<file path="src/rtl/fetch_queue_pkg.sv">
// Shared types and constants for the fetch unit and its instruction queue.
package fetch_queue_pkg;

  localparam int unsigned IFQ_XLEN = 32;

  localparam logic [31:0] INSTR_NOP                = 32'h0000_0013;
  localparam logic [3:0]  EXC_CODE_INSTR_MISALIGN  = 4'd0;
  localparam logic [3:0]  EXC_CODE_INST_PAGE_FAULT = 4'd12;

  typedef enum logic {
    FETCH = 1'b0,
    HALT  = 1'b1
  } type_fetch_state_e;

  // One queued fetch result; the queue stores this packed layout.
  typedef struct packed {
    logic [IFQ_XLEN-1:0] pc;
    logic [31:0]         instr;
    logic                exc_req;
    logic [3:0]          exc_code;
  } type_ifq_entry_s;

endpackage

</file>
<file path="src/rtl/fetch_queue_fifo.sv">
// Parametrised synchronous FIFO with a flush input. The read port is
// combinational from the head slot. A push together with a pop is legal
// even when full: the head is read before the same slot is overwritten.
module fetch_queue_fifo #(
  parameter int unsigned W     = 69,
  parameter int unsigned DEPTH = 4,
  localparam int unsigned AW   = $clog2(DEPTH),
  localparam int unsigned CW   = $clog2(DEPTH) + 1
) (
  input  logic          clk,
  input  logic          rst,
  input  logic          flush_i,
  input  logic          push_i,
  input  logic [W-1:0]  wdata_i,
  input  logic          pop_i,
  output logic [W-1:0]  rdata_o,
  output logic [CW-1:0] count_o,
  output logic          empty_o
);

  logic [W-1:0]  mem_q [DEPTH];
  logic [AW-1:0] wptr_q, wptr_d;
  logic [AW-1:0] rptr_q, rptr_d;
  logic [CW-1:0] count_q, count_d;

  // Next pointer and occupancy; flush empties the queue and wins over push/pop.
  always_comb begin
    wptr_d  = wptr_q;
    rptr_d  = rptr_q;
    count_d = count_q;
    if (flush_i) begin
      wptr_d  = '0;
      rptr_d  = '0;
      count_d = '0;
    end else begin
      if (push_i) wptr_d = wptr_q + AW'(1);
      if (pop_i)  rptr_d = rptr_q + AW'(1);
      if (push_i && !pop_i)      count_d = count_q + CW'(1);
      else if (!push_i && pop_i) count_d = count_q - CW'(1);
    end
  end

  // Pointer and count registers.
  always_ff @(posedge clk) begin
    if (rst) begin
      wptr_q  <= '0;
      rptr_q  <= '0;
      count_q <= '0;
    end else begin
      wptr_q  <= wptr_d;
      rptr_q  <= rptr_d;
      count_q <= count_d;
    end
  end

  // Storage array; contents need no reset since count guards validity.
  always_ff @(posedge clk) begin
    if (push_i && !flush_i) mem_q[wptr_q] <= wdata_i;
  end

  assign rdata_o = mem_q[rptr_q];
  assign count_o = count_q;
  assign empty_o = (count_q == '0);

endmodule

</file>
<file path="src/rtl/fetch_queue.sv">
// Fetch unit with a QDEPTH-entry instruction queue between icache and ID.
// Optional macro FETCH_QUEUE_BYPASS_EN: when the queue is empty an icache
// response is forwarded to the ID outputs in the same cycle.
//
// Handshakes: icache_req_o stays high with a stable icache_addr_o until
// icache_ack_i; icache_ack_i is only meaningful while icache_req_o is high.
// The ID side pops the head on id_valid_o & id_ready_i.
module fetch_queue
  import fetch_queue_pkg::*;
#(
  parameter int unsigned     XLEN     = 32,
  parameter int unsigned     QDEPTH   = 4,
  parameter logic [XLEN-1:0] PC_RESET = XLEN'(32'h8000_0000)
) (
  input  logic              clk,
  input  logic              rst,
  input  logic              csr_new_pc_req_i,
  input  logic              wfi_req_i,
  input  logic [XLEN-1:0]   csr_pc_new_i,
  input  logic              exe_new_pc_req_i,
  input  logic [XLEN-1:0]   exe_pc_new_i,
  input  logic              icache_flush_i,
  output logic              mmu_req_o,
  output logic [XLEN-1:0]   mmu_vaddr_o,
  input  logic              mmu_hit_i,
  input  logic [XLEN-1:0]   mmu_paddr_i,
  input  logic              mmu_page_fault_i,
  output logic              icache_req_o,
  output logic [XLEN-1:0]   icache_addr_o,
  output logic              icache_kill_o,
  output logic              icache_flush_o,
  input  logic              icache_ack_i,
  input  logic [31:0]       icache_rdata_i,
  output logic              id_valid_o,
  input  logic              id_ready_i,
  output logic [31:0]       id_instr_o,
  output logic [XLEN-1:0]   id_pc_o,
  output logic              id_exc_req_o,
  output logic [3:0]        id_exc_code_o,
  output logic              fetch_stall_o,
  output type_fetch_state_e dbg_state_o
);

  localparam int unsigned CW = $clog2(QDEPTH) + 1;
  localparam int unsigned EW = XLEN + 32 + 1 + 4;

  type_fetch_state_e state_q, state_d;
  logic [XLEN-1:0]   fpc_q, fpc_d;
  logic              busy_q, busy_d;
  logic [XLEN-1:0]   addr_q, addr_d;

  logic            redirect;
  logic [XLEN-1:0] redirect_pc;
  logic            can_start, misalign, room_issue, room_exc;
  logic            exc_misalign, exc_pf, issue, ack_fire;
  logic            bypass_vld, bypass_used;
  logic            q_push, q_pop, q_empty;
  logic [EW-1:0]   q_wdata, q_rdata, resp_entry;
  logic [CW-1:0]   q_count;

  // Redirect selection, issue gating and exception detection.
  always_comb begin
    redirect     = csr_new_pc_req_i | wfi_req_i | exe_new_pc_req_i;
    redirect_pc  = (csr_new_pc_req_i | wfi_req_i) ? csr_pc_new_i : exe_pc_new_i;
    misalign     = (fpc_q[1:0] != 2'b00);
    room_issue   = (q_count + CW'(busy_q)) < CW'(QDEPTH);
    room_exc     = q_count < CW'(QDEPTH);
    can_start    = !rst && (state_q == FETCH) && !busy_q && !redirect;
    exc_misalign = can_start && misalign && room_exc;
    exc_pf       = can_start && !misalign && mmu_page_fault_i && room_exc;
    issue        = can_start && !misalign && !mmu_page_fault_i && mmu_hit_i && room_issue;
    ack_fire     = !rst && !redirect && icache_ack_i && (busy_q || issue);
    resp_entry   = {fpc_q, icache_rdata_i, 1'b0, 4'h0};
  end

`ifdef FETCH_QUEUE_BYPASS_EN
  assign bypass_vld  = q_empty && ack_fire;
  assign bypass_used = bypass_vld && id_ready_i;
`else
  assign bypass_vld  = 1'b0;
  assign bypass_used = 1'b0;
`endif

  // Queue write side: exception entries or icache responses.
  always_comb begin
    q_push  = 1'b0;
    q_wdata = resp_entry;
    if (exc_misalign) begin
      q_push  = 1'b1;
      q_wdata = {fpc_q, INSTR_NOP, 1'b1, EXC_CODE_INSTR_MISALIGN};
    end else if (exc_pf) begin
      q_push  = 1'b1;
      q_wdata = {fpc_q, INSTR_NOP, 1'b1, EXC_CODE_INST_PAGE_FAULT};
    end else if (ack_fire && !bypass_used) begin
      q_push  = 1'b1;
    end
  end

  assign q_pop = !q_empty && id_ready_i;

  fetch_queue_fifo #(
    .W     (EW),
    .DEPTH (QDEPTH)
  ) u_fifo (
    .clk     (clk),
    .rst     (rst),
    .flush_i (redirect),
    .push_i  (q_push),
    .wdata_i (q_wdata),
    .pop_i   (q_pop),
    .rdata_o (q_rdata),
    .count_o (q_count),
    .empty_o (q_empty)
  );

  // Next fetch PC, outstanding flag, latched icache address and FSM state.
  always_comb begin
    state_d = state_q;
    fpc_d   = fpc_q;
    busy_d  = busy_q;
    addr_d  = addr_q;
    if (redirect) begin
      fpc_d   = redirect_pc;
      busy_d  = 1'b0;
      state_d = FETCH;
    end else begin
      if (issue) begin
        addr_d = mmu_paddr_i;
        busy_d = 1'b1;
      end
      if (ack_fire) begin
        fpc_d  = fpc_q + XLEN'(4);
        busy_d = 1'b0;
      end
      if (exc_misalign || exc_pf) state_d = HALT;
    end
  end

  // Fetch control registers and the two-state FSM.
  always_ff @(posedge clk) begin
    if (rst) begin
      state_q <= FETCH;
      fpc_q   <= PC_RESET;
      busy_q  <= 1'b0;
      addr_q  <= '0;
    end else begin
      state_q <= state_d;
      fpc_q   <= fpc_d;
      busy_q  <= busy_d;
      addr_q  <= addr_d;
    end
  end

  // ID outputs: queue head, bypassed response, or an idle NOP.
  always_comb begin
    id_valid_o    = 1'b0;
    id_instr_o    = INSTR_NOP;
    id_pc_o       = '0;
    id_exc_req_o  = 1'b0;
    id_exc_code_o = 4'h0;
    if (!q_empty) begin
      id_valid_o = 1'b1;
      {id_pc_o, id_instr_o, id_exc_req_o, id_exc_code_o} = q_rdata;
    end else if (bypass_vld) begin
      id_valid_o = 1'b1;
      {id_pc_o, id_instr_o, id_exc_req_o, id_exc_code_o} = resp_entry;
    end
  end

  assign mmu_req_o      = (state_q == FETCH);
  assign mmu_vaddr_o    = fpc_q;
  assign icache_req_o   = !rst && (busy_q || issue);
  assign icache_addr_o  = busy_q ? addr_q : mmu_paddr_i;
  assign icache_kill_o  = !rst && redirect;
  assign icache_flush_o = icache_flush_i;
  assign fetch_stall_o  = !id_valid_o;
  assign dbg_state_o    = state_q;

endmodule

</file>
<file path="config.mk">
export PLATFORM = sky130hd
export DESIGN_NAME = fetch_queue
export DESIGN_NICKNAME = d
export VERILOG_FILES = /design/src/rtl/fetch_queue_pkg.sv /design/src/rtl/fetch_queue_fifo.sv /design/src/rtl/fetch_queue.sv
export SDC_FILE = /design/constraint.sdc
export NUM_CORES = 1
export LEC_CHECK = 0
export ABC_AREA = 0
export CORE_MARGIN = 2
export CORE_UTILIZATION = 49
export DETAILED_ROUTE_END_ITERATION = 12
export GPL_ROUTABILITY_DRIVEN = 0
export PLACE_DENSITY = 0.75
export SLEW_MARGIN = 20
export SYNTH_ARGS = -nofsm -noshare
export SYNTH_HDL_FRONTEND = slang
export SYNTH_HIERARCHICAL = 1
export SYNTH_SLANG_ARGS = --single-unit
</file>
<file path="constraint.sdc">
create_clock -name clk -period 4.7 [get_ports clk]
set_input_delay 0.47 -clock clk [delete_from_list [all_inputs] [get_ports clk]]
set_output_delay 0.47 -clock clk [all_outputs]
set_load 0.03 [all_outputs]
</file>
==> results of run 1 <==
==> logic make-up (layout without fill, tap and decap cells) <==
logic type / count (synthesis) / in the layout / share of synthesized area, %
mux: 108 / 108 / 13.0
fa+ha+maj: 7 / 7 / 0.624
simple gates: 352 / 352 / 12.0
xor+xnor: 9 / 9 / 0.517
buf+inv: 110 / 373 / 4.06
flops: 351 / 351 / 64.2
other cells: 1 / 8 / 0.0246
compound gates: 135 / 135 / 5.53
==> power by group <==
part           internal, µW  total [µW]  switching [µW]  leakage [µW]
Combinational           225         458             234       0.00252
Clock                  1630        2780            1140      0.000554
Sequential             3370        3440            64.1       0.00314
Total                  5230        6670            1440       0.00621
==> per-stage QoR <==
| step | cells | utilization, % |
|---|---|---|
| final | 1739 | 63.3 |
| after CTS | 1739 | 63.3 |
| after floorplan | 1080 | - |
| after detailed placement | 1674 | 59.5 |
| after global routing | 1739 | 63.3 |
| after global placement | 1674 | 59.5 |
==> sequential cells by signal, indices dropped and copies added (netlist names), named ones only <==
signal,flops
dbg_state_o,1
busy_q,1
addr_q,32
u_fifo/count_o,3
mmu_vaddr_o,32
u_fifo/mem_q,276
u_fifo/rptr_q,2
u_fifo/wptr_q,2
==> synth_stat cells (3+ instances only) <==
library cell	number
nor4_1	8
clkbuf_1	41
inv_1	11
edfxtp_1	276
buf_4	39
ha_1	6
xnor2_1	4
o21ai_0	19
nand2b_1	5
buf_1	5
buf_2	9
nor2b_1	69
o311ai_0	6
mux2i_1	7
mux4_2	69
and4_1	6
a311oi_1	9
dfxtp_1	75
mux2_2	32
nand4_1	14
and2_1	36
nor3_1	13
a211oi_1	10
o21a_1	3
or2_2	5
xor2_1	5
a31oi_1	8
and3_1	8
o211ai_1	5
nor2_1	35
nand2_1	111
a21oi_1	58
nand3_1	32
==> worst max path at each step <==
stage | depth (start not counted) | from | to | slack, ns
after floorplan | 8 | rst | u_fifo/mem_q[0][0] | 0.84
after global placement | 8 | mmu_page_fault_i | u_fifo/mem_q[3][23] | 1.03
after detailed placement | 8 | mmu_page_fault_i | u_fifo/mem_q[0][9] | 0.87
after CTS | 4 | register | id_exc_code_o[3] | 1.04
after global routing | 4 | register | id_exc_code_o[3] | 0.93
final | 4 | register | id_exc_code_o[3] | 1.13
==> layout make-up <==
cell class / count / area (µm²)
Clock inverter: 19 / 188
Fill cell: 2230 / 11200
Timing Repair Buffer: 296 / 2980
Tap cell: 396 / 495
Inverter: 12 / 45.0
Sequential cell: 351 / 9800
Multi-Input combinational cell: 619 / 4880
Clock buffer: 46 / 970
==> routing by layer <==
metal	vias to the layer above	GRT usage, %	share of wire (%)
li1	4509	-	-
met1	4929	30.4	41
met2	439	39.5	49
met3	66	5.80	8.0
met4	2	5.68	2.2
met5	-	0	0.021
==> cells in the final DEF (no fill, tap or decap), types with 4 or more instances in the layout <==
master,Yosys,routed
a211oi_1,10,10
a21oi_1,58,58
a311oi_1,9,9
a31oi_1,8,8
and2_1,36,32
and2_4,0,4
and3_1,8,8
and4_1,6,6
buf_12,2,6
buf_4,39,15
clkbuf_1,41,8
clkbuf_16,0,37
clkdlybuf4s50_1,0,273
clkinv_1,1,8
conb_1,1,8
dfxtp_1,75,73
edfxtp_1,276,276
ha_1,6,6
inv_1,11,11
mux2_2,32,32
mux2i_1,7,7
mux4_2,69,69
nand2_1,111,111
nand2b_1,5,5
nand3_1,32,32
nand4_1,14,14
nor2_1,35,34
nor2b_1,69,69
nor3_1,13,12
nor4_1,8,8
o211ai_1,5,5
o21ai_0,19,19
o311ai_0,6,6
or2_2,5,5
xnor2_1,4,4
xor2_1,5,5
==> reports/metrics.csv, run 1 <==
stage;metric;value;unit
outcome;status;finished, final reports clean;
worst_hold_path;holdPathStages;2;
setup_path;crit_path_max_fanout;35;
timing;hold_ws;0.406;ns
clock_network;tritoncts;yes;
floorplan;fp.coreArea;30600;µm²
grt;grt_pass1_vias;10100;
placement;dp_hpwl;26.1;mm
timing;maxSlewHeadroom;31.5;%
grt;grt_pass1_wl;58.9;mm
placement;io_buffers;275;
detailed_routing;wire_per_inst;22.2;µm
worst_hold_path;min_from;rst;
yosys;ys_top_cells_by_area;edfxtp_1, mux4_2, dfxtp_1, nor2b_1, nand2_1;
worst_hold_path;hold_class;in2reg;
power_and_ir_drop;power.total;6670;µW
placement;pre_cts_slack;0.867;ns
yosys;ys_warn_count;6;
finish;drive_gt1_share;14.1;%
floorplan;die_w;180;µm
grt;grtUsageTotal;23.3;%
yosys;syn-cell-area;15200;µm²
clock_network;cts_buffers;36;
floorplan;boundaryPins;278;
yosys;synthCells;1073;
detailed_routing;viasPerCell;5.72;
finish;diodes;0;
worst_hold_path;whs_endpoint;busy_q;
timing;period_minus_slack;3.57;ns
grt;antenna_found_initial;1;
power_and_ir_drop;p_leak;0.00621;µW
yosys;synth_edf_count;276;
floorplan;num_rows;64;
timing;drv_slew;0;
detailed_routing;vias;9945;
setup_path;crit_type;reg2out;
yosys;synth_top_area_share;54.4;%
setup_path;critPathCaptureType;primary output;
timing;skew;0.0151;ns
detailed_routing;first_pass_iters;5;
finish;area_growth;26.9;%
setup_path;start_kind;register;
power_and_ir_drop;ir_drop;0.000222;V
placement;placed_area;18200;µm²
clock_network;cts_root_buf;clkbuf_16;
clock_network;clockBufferDepth;3;
yosys;syn_area_per_cell;14.2;µm²
yosys;synthArstFlopShare;0;%
setup_path;r2r_slack;1.49;ns
detailed_routing;drt_iter0_drc;962;
floorplan;die_h;180;µm
finish;post-route-cell-area;19300;µm²
grt;grt_max_degree;70;
timing;rsz0062_at_grt;false;
setup_path;crit-reg2reg-launch;dbg_state_o;
detailed_routing;wl;38.6;mm
setup_path;path_buf_inv;2;
timing;finalCritPeriodShare;76.0;%
job;max-cap-violations;0;
setup_path;reg2reg_to;u_fifo/mem_q[3][23];
clock_network;postCtsResizedCells;0;
timing;setup_slack;1.13;ns
clock_network;insertion_delay;0.51;ns
clock_network;cts.htree.levels;2;
timing;tightest_slew;1.03;ns
yosys;yosysSeqAreaShare;64.2;%
setup_path;cp_slowest_stage_delay;0.83;ns
detailed_routing;drc;0;
setup_path;reg2reg_depth;7;
yosys;synth-seq-cells;351;
clock_network;cts_sinks;351;
setup_path;worstPathRequired;4.23;ns
timing;hold_viol_final;0;
clock_network;postCtsSetupBuffers;0;
grt;grt_overflow;0;
finish;nNetsFinal;1461;
detailed_routing;postRouteAntennaNets;0;
yosys;synth_ff_type;edfxtp_1;
setup_path;arrival;3.10;ns
floorplan;die-area;32500;µm²
timing;max_freq;280;MHz
clock_network;clkTransAtPathRegs;0.06;ns
setup_path;critPathSlowestCell;dfxtp_4;
timing;timing.setup.tns;0;ns
clock_network;cts-hold-fix-buffers;0;
floorplan;start_util;49.8;%
timing;setup-violations-final;0;
yosys;netlist-cell-type-count;58;
setup_path;crit_family;buffers and inverters;
power_and_ir_drop;p_per_area;345;nW/µm²
setup_path;path_cells;buf_12 > mux4_2 > nor2b_1 > clkdlybuf4s50_1;
yosys;synth_top_area_cell;edfxtp_1;
Note: power is estimated with default switching activity, not from simulation.
==> run 2, diff against run 1 <==
--- a/config.mk
+++ b/config.mk
@@ -7,10 +7,10 @@
 export LEC_CHECK = 0
 export ABC_AREA = 0
 export CORE_MARGIN = 2
-export CORE_UTILIZATION = 49
+export CORE_UTILIZATION = 48
 export DETAILED_ROUTE_END_ITERATION = 12
 export GPL_ROUTABILITY_DRIVEN = 0
-export PLACE_DENSITY = 0.75
+export PLACE_DENSITY = 0.77
 export SLEW_MARGIN = 20
 export SYNTH_ARGS = -nofsm -noshare
 export SYNTH_HDL_FRONTEND = slang
==> constraint.sdc (replaced) <==
create_clock -name clk -period 3.05 [get_ports clk]
set_input_delay 0.305 -clock clk [delete_from_list [all_inputs] [get_ports clk]]
set_output_delay 0.305 -clock clk [all_outputs]
set_load 0.03 [all_outputs]
==> run 2 against run 1 <==
- sequential power up 53%
- via count increased by 1.4%
- design area up 3.2%
- worst setup slack worse by 0.98 ns
- hold slack lost 0.069 ns
- combinational power rose by 66%
- sequential share of layout area is 1.6 points lower
- first-iteration DRC count down 4.2%
- routed wire length increased by 2.0%
- total power up 59%
- critical path type unchanged
- critical endpoint is now id_instr_o[0]
==> reports/metrics.csv, run 2 (synthesized netlist as in run 1, its figures left out) <==
stage;metric;value;unit
grt;grt_pass1_wl;59.6;mm
detailed_routing;wire_per_inst;22.0;µm
setup_path;reg2reg_depth;11;
detailed_routing;drc;0;
worst_hold_path;holdPathStages;3;
floorplan;fp.coreArea;31400;µm²
finish;regMostFlops;u_fifo/mem_q;
clock_network;cts_buffers;37;
floorplan;die_h;182;µm
timing;rsz0062_at_grt;false;
setup_path;start_kind;register;
setup_path;worstPathRequired;2.74;ns
power_and_ir_drop;ir_drop;0.000387;V
clock_network;postCtsSetupBuffers;6;
finish;diodes;0;
timing;hold_viol_final;0;
floorplan;die_w;182;µm
grt;grt_pass1_vias;10200;
grt;grt_overflow;0;
clock_network;cts.htree.levels;2;
timing;skew;0.0187;ns
placement;placed_area;18700;µm²
finish;drive_gt1_share;17.3;%
finish;final_cell_mix;edfxtp_1, clkdlybuf4s50_1, nand2_1, dfxtp_1;
clock_network;clockBufferDepth;3;
floorplan;num_rows;65;
floorplan;start_util;48.6;%
timing;max_freq;345;MHz
grt;grt_max_degree;56;
finish;final_common_cell;edfxtp_1;
setup_path;critPathSlowestCell;clkdlybuf4s50_1;
clock_network;cts_sinks;351;
finish;post-route-cell-area;20000;µm²
clock_network;clkTransAtPathRegs;0.06;ns
timing;period_minus_slack;2.90;ns
worst_hold_path;hold_class;in2reg;
power_and_ir_drop;p_per_area;532;nW/µm²
setup_path;crit_type;reg2out;
floorplan;die-area;33200;µm²
grt;antenna_found_initial;1;
clock_network;postCtsResizedCells;0;
finish;fillers;2243;
grt;grtUsageTotal;23.6;%
finish;largest_reg_flops;276;
floorplan;boundaryPins;278;
timing;finalCritPeriodShare;95.1;%
timing;setup-violations-final;0;
outcome;status;finished, final reports clean;
finish;area_growth;31.0;%
detailed_routing;first_pass_iters;7;
detailed_routing;postRouteAntennaNets;0;
clock_network;tritoncts;yes;
timing;tightest_slew;0.717;ns
placement;io_buffers;275;
finish;ff_latch_area;9800;µm²
detailed_routing;viasPerCell;5.62;
setup_path;arrival;2.60;ns
setup_path;cp_slowest_stage_delay;0.61;ns
detailed_routing;drt_iter0_drc;922;
placement;dp_hpwl;27.1;mm
clock_network;insertion_delay;0.52;ns
detailed_routing;vias;10100;
job;max-cap-violations;0;
setup_path;path_cells;buf_4 > mux4_2 > or2_2 > clkdlybuf4s50_1;
detailed_routing;wl;39.4;mm
timing;drv_slew;0;
finish;multiInputGateArea;4880;µm²
clock_network;cts_root_buf;clkbuf_16;
finish;nNetsFinal;1507;
timing;timing.setup.tns;0;ns
setup_path;critPathCaptureType;primary output;
setup_path;crit_path_max_fanout;11;
clock_network;cts-hold-fix-buffers;0;
timing;maxSlewHeadroom;52.2;%
power_and_ir_drop;p_leak;0.00654;µW
-- run 2: final timing paths --
check         startpoint                end  slack, ns
max reg2reg  dbg_state_o  u_fifo/count_o[2]       0.54
min reg2reg   addr_q[27]         addr_q[27]       0.45
max             register      id_instr_o[0]       0.15
min                  rst     mmu_vaddr_o[3]       0.34
-- run 2: through the flow --
step | power [µW] | cells | hold WS, ns | util, % | worst slack (ns)
2_1_floorplan | 5720 | 1080 | 0.429 | - | 0.107
3_3_place_gp | 6120 | 1719 | 0.438 | 59.5 | 0.164
3_5_place_dp | 6120 | 1719 | 0.447 | 59.5 | 0.202
4_1_cts | 10700 | 1793 | 0.320 | 63.6 | 0.115
5_1_grt | 10900 | 1793 | 0.352 | 63.6 | 0.0474
6_report | 10600 | 1793 | 0.337 | 63.6 | 0.149
-- run 2: critical path: cells and delay by family, from the launching register on --
kind,cells,cell delay [ns]
buffers and inverters,2,0.80
muxes,1,0.49
DFF,1,0.47
and+or+nand+nor,1,0.30
-- run 2: area by class of cell --
| class | instances | area share (%) |
|---|---|---|
| Clock inverter | 18 | 1.10 |
| Multi-Input combinational cell | 619 | 24.5 |
| Tap cell | 402 | 2.52 |
| Inverter | 12 | 0.226 |
| Clock buffer | 50 | 5.15 |
| Timing Repair Buffer | 341 | 17.5 |
| Sequential cell | 351 | 49.1 |
-- run 2: power breakdown --
group	switching (µW)	internal, µW
combinational	392	367
clock	1780	2800
sequential	76.1	5200
-- run 2: per-layer routing --
layer	routed length [µm]	part of all wire, %	GRT usage, %
met5	13	0.033	0
met4	912	2.3	5.90
met3	3220	8.2	5.51
met2	19500	49	40.4
met1	15700	40	30.6
